[config.mk]
export PLATFORM = sky130hd
export DESIGN_NAME = div64by32_seq_flat
export DESIGN_NICKNAME = d
export VERILOG_FILES = /design/src/rtl/arith_pkg.sv /design/src/rtl/div64by32_seq_if.sv /design/src/rtl/div_step.sv /design/src/rtl/div64by32_seq.sv /design/src/flat_wrapper.sv
export SDC_FILE = /design/constraint.sdc
export NUM_CORES = 1
export LEC_CHECK = 0
export CORE_MARGIN = 2
export CORE_UTILIZATION = 40
export DETAILED_ROUTE_END_ITERATION = 8
export PLACE_DENSITY = 0.62
export SKIP_CTS_REPAIR_TIMING = 1
export SLEW_MARGIN = 20
export SYNTH_ARGS = -nofsm -noshare
export SYNTH_HDL_FRONTEND = slang
export SYNTH_SLANG_ARGS = --single-unit
[constraint.sdc]
create_clock -name clk -period 3.9 [get_ports clk]
set_input_delay 0.78 -clock clk [delete_from_list [all_inputs] [get_ports clk]]
set_output_delay 0.78 -clock clk [all_outputs]
set_load 0.02 [all_outputs]
[src/rtl/arith_pkg.sv]
// Shared arithmetic datapath types and default widths.
// Used by the sequential divider and the Karatsuba multiplier.
package arith_pkg;

   localparam int DIV_NW = 64;
   localparam int DIV_DW = 32;
   localparam int MUL_W  = 32;

   typedef enum logic [1:0] {
      IDLE,
      ITER,
      FINISH
   } div_state_t;

endpackage

[src/rtl/div64by32_seq_if.sv]
// Start/valid handshake bundle between a controller and the
// sequential divider: operands in, results and status out.
interface div64by32_seq_if
   import arith_pkg::*;
#(
   parameter int NW = DIV_NW,
   parameter int DW = DIV_DW
);

   logic          start;
   logic [NW-1:0] N;
   logic [DW-1:0] D;
   logic [NW-1:0] Q;
   logic [DW-1:0] R;
   logic          valid_out;
   logic          busy;
   logic          div_by_zero;

   modport master (
      output start, N, D,
      input  Q, R, valid_out, busy, div_by_zero
   );

   modport slave (
      input  start, N, D,
      output Q, R, valid_out, busy, div_by_zero
   );

endinterface

[src/rtl/div_step.sv]
// One combinational restoring-division step: shift in the next
// dividend bit, trial-subtract the divisor, keep it if non-negative.
module div_step #(
   parameter int DW = 32
) (
   input  logic [DW:0]   rem_i,
   input  logic          q_msb_i,
   input  logic [DW-1:0] d_i,
   output logic [DW:0]   rem_o,
   output logic          q_o
);

   logic [DW+1:0] shl;
   logic [DW+1:0] trial;

   // Trial subtract one bit wider than the shifted remainder.
   always_comb begin
      shl   = {rem_i, q_msb_i};
      trial = shl - {2'b00, d_i};
      q_o   = ~trial[DW+1];
      rem_o = q_o ? trial[DW:0] : shl[DW:0];
   end

endmodule

[src/rtl/div64by32_seq.sv]
// Sequential 64/32 restoring divider, one quotient bit per cycle.
// The dividend register doubles as the quotient shift register.
module div64by32_seq
   import arith_pkg::*;
#(
   parameter int NW = DIV_NW,
   parameter int DW = DIV_DW
) (
   input logic              clk,
   input logic              rst,
   div64by32_seq_if.slave   bus
);

   localparam int CW = $clog2(NW) + 1;

   div_state_t    state_q, state_d;
   logic [CW-1:0] cnt_q, cnt_d;
   logic [DW:0]   rem_q, rem_d;
   logic [NW-1:0] quo_q, quo_d;
   logic [DW-1:0] dvs_q, dvs_d;
   logic          zero_q, zero_d;
   logic [NW-1:0] q_q, q_d;
   logic [DW-1:0] r_q, r_d;
   logic          vld_q, vld_d;
   logic          dbz_q, dbz_d;

   logic [DW:0]   step_rem;
   logic          step_q;

   div_step #(.DW(DW)) u_step (
      .rem_i   (rem_q),
      .q_msb_i (quo_q[NW-1]),
      .d_i     (dvs_q),
      .rem_o   (step_rem),
      .q_o     (step_q)
   );

   // Next-state, datapath and result capture for the three-state FSM.
   always_comb begin
      state_d = state_q;
      cnt_d   = cnt_q;
      rem_d   = rem_q;
      quo_d   = quo_q;
      dvs_d   = dvs_q;
      zero_d  = zero_q;
      q_d     = q_q;
      r_d     = r_q;
      vld_d   = 1'b0;
      dbz_d   = dbz_q;
      case (state_q)
         IDLE: begin
            if (bus.start) begin
               quo_d   = bus.N;
               dvs_d   = bus.D;
               rem_d   = '0;
               cnt_d   = '0;
               zero_d  = (bus.D == '0);
               state_d = zero_d ? FINISH : ITER;
            end
         end
         ITER: begin
            rem_d = step_rem;
            quo_d = {quo_q[NW-2:0], step_q};
            cnt_d = cnt_q + CW'(1);
            if (cnt_q == CW'(NW - 1))
               state_d = FINISH;
         end
         FINISH: begin
            vld_d   = 1'b1;
            dbz_d   = zero_q;
            state_d = IDLE;
            if (zero_q) begin
               q_d = '1;
               r_d = quo_q[DW-1:0];
            end else begin
               q_d = quo_q;
               r_d = rem_q[DW-1:0];
            end
         end
         default: state_d = IDLE;
      endcase
   end

   // State and datapath registers; reset discards any operation in flight.
   always_ff @(posedge clk) begin
      if (!rst) begin
         state_q <= IDLE;
         cnt_q   <= '0;
         rem_q   <= '0;
         quo_q   <= '0;
         dvs_q   <= '0;
         zero_q  <= 1'b0;
         q_q     <= '0;
         r_q     <= '0;
         vld_q   <= 1'b0;
         dbz_q   <= 1'b0;
      end else begin
         state_q <= state_d;
         cnt_q   <= cnt_d;
         rem_q   <= rem_d;
         quo_q   <= quo_d;
         dvs_q   <= dvs_d;
         zero_q  <= zero_d;
         q_q     <= q_d;
         r_q     <= r_d;
         vld_q   <= vld_d;
         dbz_q   <= dbz_d;
      end
   end

   assign bus.Q           = q_q;
   assign bus.R           = r_q;
   assign bus.valid_out   = vld_q;
   assign bus.div_by_zero = dbz_q;
   assign bus.busy        = (state_q != IDLE);

endmodule

[src/flat_wrapper.sv]
// flat-port wrapper written by rule: the top's interface ports become plain ports
module div64by32_seq_flat import arith_pkg::*;
#(
   parameter int NW = DIV_NW,
   parameter int DW = DIV_DW
)
  (clk, rst, bus_start, bus_N, bus_D, bus_Q, bus_R, bus_valid_out, bus_busy, bus_div_by_zero);
  div64by32_seq_if #(.NW(NW), .DW(DW)) bus_i ();
  input logic clk;
  input logic rst;
  input wire logic [$bits(bus_i.start)-1:0] bus_start;
  input wire logic [$bits(bus_i.N)-1:0] bus_N;
  input wire logic [$bits(bus_i.D)-1:0] bus_D;
  output wire logic [$bits(bus_i.Q)-1:0] bus_Q;
  output wire logic [$bits(bus_i.R)-1:0] bus_R;
  output wire logic [$bits(bus_i.valid_out)-1:0] bus_valid_out;
  output wire logic [$bits(bus_i.busy)-1:0] bus_busy;
  output wire logic [$bits(bus_i.div_by_zero)-1:0] bus_div_by_zero;
  assign bus_i.start = bus_start;
  assign bus_i.N = bus_N;
  assign bus_i.D = bus_D;
  assign bus_Q = bus_i.Q;
  assign bus_R = bus_i.R;
  assign bus_valid_out = bus_i.valid_out;
  assign bus_busy = bus_i.busy;
  assign bus_div_by_zero = bus_i.div_by_zero;
  div64by32_seq #(.NW(NW), .DW(DW)) u_core (.clk(clk), .rst(rst), .bus(bus_i));
endmodule
==> impl_metrics.py, run 1 <==
metrics = {
    "drt": {
        "remaining_drc_errors": 0,
        "first_pass_iters": 5,
        "routed_wl_um": 33700,
        "drtIter0Drc": 904,
        "via_count": 10300,
        "wl_per_cell_um": 18.0,
        "postRouteAntennaNets": 0,
        "viasPerCell": 5.52,
    },
    "power_and_ir_drop": {
        "switching_share_pct": 28.9,
        "seq_power_share_pct": 40.4,
        "p_sw_mw": 1.94,
        "intPower_mw": 4.78,
        "pwr-share-clk_pct": 38.6,
        "p_leak_nw": 5.25,
        "powerDensity_nw_per_um2": 476,
        "combPwrFrac_pct": 21.0,
        "ir_drop_uv": 312,
    },
    "floorplanning": {
        "die-area_um2": 29000,
        "floorplan.initialDensity_pct": 40.9,
        "rows": 60,
        "die_w_um": 170,
        "io_pins": 198,
        "die_h_um": 170,
        "core_area_um2": 27000,
    },
    "sta": {
        "fmax_ghz": 0.322,
        "whs_ns": 0.456,
        "slew_violations": 0,
        "rsz0062_at_grt": "no",
        "worstMarginPinSlew_ns": 0.817,
        "setup_viol_count_final": 0,
        "period_needed_ns": 3.11,
        "finalSetupTns_ns": 0,
        "finalCritPeriodShare_pct": 79.7,
        "slew_headroom_pct": 45.5,
        "fin_worst_skew_ns": 0.0104,
        "hold_viol": 0,
    },
    "critical_path": {
        "critPathMaxStageDelay_ns": 0.41,
        "arrival_ns": 3.53,
        "crit_chain": "inv_1 > ha_1 > a21oi_2 > o211ai_1 > a31oi_1 > mux2i_1 > o31ai_1 > nor4_4 > buf_4 > mux2_2 > a22o_1",
        "required_ns": 4.32,
        "crit_type": "flop to flop",
        "cp_slowest_cell": "buf_4",
        "crit-reg2reg-launch": "u_core.dvs_q[29]",
        "cp-startpoint": "u_core.dvs_q[29]",
        "cp-end-kind": "flop",
        "cp-start-kind": "flop",
        "r2r_slack_ns": 0.79,
        "cp_max_fo": 26,
    },
    "clock_tree": {
        "ctsHtreeMaxLevel": 1,
        "cts.clk_slew.worst_paths_ns": 0.06,
        "clock_latency_ns": 0.53,
        "cts_tree": "built",
        "cts_buffers": 26,
        "root_buffer": "clkbuf_16",
        "ctsLongestPathBuffers": 3,
        "cts_sinks": 237,
    },
    "layout": {
        "final_core_util_pct": 52.2,
        "drive_above_1_share_pct": 5.70,
        "area_delta_synth_final_pct": 27.7,
        "fin_nets": 1638,
        "mostFrequentLayoutCells": "255 x nor2_1, 236 x dfxtp_1, 196 x clkdlybuf4s50_1, 134 x nand2_1, 128 x nor3_1",
        "layout_commonest_cell": "nor2_1",
    },
    "yosys": {
        "seq_area_frac_synth_pct": 42.9,
        "synth-edff-count": 0,
        "yosysTopAreaCell": "dfxtp_1",
        "ys_warn_count": 0,
        "yosys_register_bits": 237,
        "syn_nets": 1501,
        "synth_cells": 1368,
        "ys.flop_type": "dfxtp_1",
        "synthesis.area_um2": 11100,
        "synth_area_per_cell_um2": 8.08,
        "ys_types": 59,
        "netlist_top_cells_area": "dfxtp_1 43%, nor2_1 8.7%, nor3_1 5.8%",
        "async_reset_ff_share_pct": 0,
        "synth_top_area_share_pct": 42.9,
    },
    "global_route": {
        "grt_pass1_vias": 9377,
        "antenna_found_initial": 2,
        "grt.overflow.total": 0,
        "grt_max_degree": 117,
        "track_usage_pct": 22.8,
        "grt_pass1_wl_um": 53000,
    },
    "min_path": {
        "worst_hold_startpoint": "u_core.dvs_q[18]",
        "hp-class": "flop to flop",
    },
    "flow_run": {
        "max-cap-violations": 0,
    },
    "placement": {
        "routabilityCongestion": 0.897,
        "dp_hpwl_um": 23200,
        "portBuffers": 197,
    },
    "run_status": {
        "status": "complete, no violations",
    },
}
final timing paths:
check / end / cells past startpoint
max: u_core.rem_q[4] / 11
min: u_core.dvs_q[18] / 2
max reg2reg: u_core.rem_q[4] / 11
min reg2reg: u_core.dvs_q[18] / 2
state kept, by name, summed over array words and instances (netlist names):
register                count
u_core.bus.Q               64
u_core.quo_q               64
u_core.rem_q               33
u_core.bus.R               32
u_core.dvs_q               32
u_core.cnt_q                7
u_core.state_q              2
u_core.bus.div_by_zero      1
u_core.bus.valid_out        1
u_core.zero_q               1
power groups by stage:
stage / Clock [mW] / Sequential (mW) / Combinational, mW
after detailed placement: 0 / 2.77 / 1.40
after CTS: 2.64 / 2.72 / 1.41
after global placement: 0 / 2.76 / 1.40
final: 2.60 / 2.72 / 1.41
after floorplan: 0 / 2.76 / 0.965
after global routing: 2.74 / 2.74 / 1.55
synth_stat cells (3+ instances only):
cell type,number
nor4_1,8
nand2_1,136
nor3_1,128
a21oi_2,4
nand4_1,3
o21ai_1,22
o211ai_1,9
a21oi_1,68
o21a_1,8
nor2b_1,8
mux2i_1,49
o221ai_1,64
xnor2_1,19
o21bai_1,5
a2bb2oi_1,5
a31oi_1,8
inv_1,43
buf_1,11
o21ai_0,22
clkbuf_1,85
a22oi_1,7
nand3_1,15
xor2_1,7
nor2_1,256
a211oi_1,34
and2_1,3
o31ai_1,3
nand2b_1,6
mux2_2,3
a21o_1,15
dfxtp_1,237
ha_1,33
buf_2,5
and3_1,7
critical path: cells and delay by family (launching register included):
kind	cells	cell delay, ns
compound gates	5	0.90
fa+ha+maj	1	0.39
buf+inv	2	0.46
flops	1	0.33
mux	2	0.60
simple gates	1	0.31
routing by layer:
metal	GRT usage [%]	part of all wire [%]	vias to the layer above
met1	35.5	52	4839
met2	33.5	41	325
li1	-	-	5106
met3	2.72	5.7	35
met4	4.27	1.3	0
met5	0	0	-
kinds of logic after synthesis:
logic type / after synthesis / synth area share (%)
adder cells (fa/ha/maj): 34 / 3.92
flip-flops: 237 / 42.9
AND/OR/NAND/NOR: 575 / 22.2
AO/OA/AOI/OAI: 294 / 18.6
XOR/XNOR: 26 / 2.06
buffers and inverters: 150 / 5.59
multiplexers: 52 / 4.74
per-stage QoR:
stage	power, mW	std cells	setup slack [ns]	area [µm²]
floorplan	3.73	1368	1.24	11100
global placement	4.16	1818	0.885	13200
detailed placement	4.17	1818	0.801	13200
CTS	6.76	1866	0.786	14100
global route	7.03	1866	0.550	14100
finish	6.72	1867	0.791	14100
layout make-up:
cell class / instances / area, µm²
repair buffers: 215 / 2130
well taps: 341 / 427
clock buffers: 36 / 779
diodes: 1 / 2.50
fillers: 2580 / 12900
inverters: 44 / 168
flip-flops and latches: 237 / 4750
clock inverters: 12 / 141
multi-input cells: 981 / 5730
Power figures use the tool's default switching activity.
==> run 2: changes to the inputs <==
==> constraint.sdc (replaced) <==
create_clock -name clk -period 3 [get_ports clk]
set_input_delay 0.6 -clock clk [delete_from_list [all_inputs] [get_ports clk]]
set_output_delay 0.6 -clock clk [all_outputs]
set_load 0.02 [all_outputs]
==> impl_metrics.py, run 2 (synthesis results as in run 1) <==
metrics = {
    "drt": {
        "postRouteAntennaNets": 0,
        "via_count": 10400,
        "wl_per_cell_um": 17.4,
        "remaining_drc_errors": 0,
        "routed_wl_um": 33500,
        "viasPerCell": 5.43,
        "drtIter0Drc": 893,
        "first_pass_iters": 5,
    },
    "sta": {
        "setup_viol_count_final": 0,
        "fmax_ghz": 0.345,
        "slew_headroom_pct": 47.3,
        "finalCritPeriodShare_pct": 96.6,
        "slew_violations": 0,
        "fin_worst_skew_ns": 0.0148,
        "hold_viol": 0,
        "period_needed_ns": 2.90,
        "layout_setup_ws_ns": 0.103,
        "worstMarginPinSlew_ns": 0.790,
    },
    "layout": {
        "mostFrequentLayoutCells": "255 x nor2_1, 236 x dfxtp_1, 196 x clkdlybuf4s50_1, 134 x nand2_1, 128 x nor3_1",
        "fillCellCount": 2525,
        "area_delta_synth_final_pct": 33.1,
        "layout_commonest_cell": "nor2_1",
        "drive_above_1_share_pct": 9.67,
        "multiInputGateArea_um2": 5790,
        "seqCellArea_um2": 4750,
        "diodes": 0,
        "fin_cells": 1924,
        "fin_nets": 1696,
    },
    "placement": {
        "place_ws_ns": -0.216,
        "dp_hpwl_um": 23600,
        "dp.cells": 1872,
        "routabilityCongestion": 0.888,
        "portBuffers": 197,
    },
    "power_and_ir_drop": {
        "p_leak_nw": 5.58,
        "powerDensity_nw_per_um2": 626,
        "ir_drop_uv": 400,
    },
    "critical_path": {
        "cp_slowest_cell": "a2111oi_4",
        "cp-end-kind": "flop",
        "arrival_ns": 3.31,
        "cp-start-kind": "flop",
        "cpLargestDelayFamily": "compound AO/OA/AOI/OAI gates",
        "crit_buf_inv": 3,
        "critPathMaxStageDelay_ns": 0.44,
        "required_ns": 3.41,
        "cp_max_fo": 7,
        "crit_chain": "inv_1 > ha_1 > a21oi_2 > o21ai_0 > a31oi_1 > nand2_1 > a2111oi_4 > nor4_4 > buf_6 > buf_12 > o211ai_2 > o31ai_2 > a211o_1",
        "crit_type": "flop to flop",
    },
    "global_route": {
        "grt_max_degree": 101,
        "antenna_found_initial": 0,
        "grt_pass1_vias": 9545,
        "grt_pass1_wl_um": 52700,
        "grt.overflow.total": 0,
        "track_usage_pct": 22.5,
    },
    "floorplanning": {
        "floorplan.initialDensity_pct": 40.9,
        "io_pins": 198,
        "rows": 60,
        "die_w_um": 170,
        "core_area_um2": 27000,
        "die-area_um2": 29000,
        "die_h_um": 170,
    },
    "clock_tree": {
        "cts.clk_slew.worst_paths_ns": 0.06,
        "ctsHtreeMaxLevel": 1,
        "cts_tree": "built",
        "clock_latency_ns": 0.53,
        "cts_buffers": 27,
        "root_buffer": "clkbuf_16",
        "cts_sinks": 237,
        "ctsLongestPathBuffers": 3,
    },
    "flow_run": {
        "max-cap-violations": 0,
    },
    "min_path": {
        "hp-class": "flop to flop",
    },
    "run_status": {
        "status": "complete, no violations",
    },
}
-- run 2: layout make-up --
type                            instances  area share, %
Inverter                               44           1.14
Clock buffer                           35           5.21
Clock inverter                         14           1.50
Multi-Input combinational cell        981           39.3
Tap cell                              341           2.90
Sequential cell                       237           32.3
Timing Repair Buffer                  272           17.6
-- run 2: report_power, final --
| part | total, mW | internal, mW | switching, mW | leakage (nW) |
|---|---|---|---|---|
| clock network | 3.64 | 2.31 | 1.33 | 0.493 |
| logic | 2.05 | 0.948 | 1.10 | 3.15 |
| registers | 3.52 | 3.35 | 0.174 | 1.93 |
-- run 2: worst reg2reg max path, delay by kind of cell (launching register included) --
family / cells / cell delay (ns)
flip-flops: 1 / 0.33
buffers and inverters: 3 / 0.35
AO/OA/AOI/OAI: 7 / 1.44
AND/OR/NAND/NOR: 2 / 0.27
adder cells (fa/ha/maj): 1 / 0.40
-- run 2: worst paths after layout --
check | startpoint | end | slack [ns] | cells after the start
hold reg to reg | u_core.dvs_q[28] | u_core.dvs_q[28] | 0.46 | 2
setup / recovery | u_core.dvs_q[24] | u_core.rem_q[23] | 0.10 | 13
setup reg to reg | u_core.dvs_q[24] | u_core.rem_q[23] | 0.10 | 13
hold / removal | u_core.dvs_q[28] | u_core.dvs_q[28] | 0.46 | 2
-- run 2: metal layers --
layer  share of wire (%)  routed length, µm  up-vias  track usage (%)
met1                  51              17100     4852             35.4
met2                  41              13800      341             32.4
met4                 1.5                513        0             4.72
met5                   0                  0        -                0
li1                    -                  -     5205                -
met3                 6.6               2220       43             2.74
-- run 2: per-stage QoR --
step                cell area, µm²  power [mW]  util [%]  TNS (ns)  hold WS, ns
floorplan                    11100        4.85         -         0        0.436
CTS                          14600        9.20      54.1     -4.27        0.426
global placement             13600        5.55      50.5    -0.403        0.445
global route                 14700        9.62      54.4    -0.995        0.454
finish                       14700        9.21      54.4         0        0.456
detailed placement           13600        5.56      50.5     -4.06        0.448
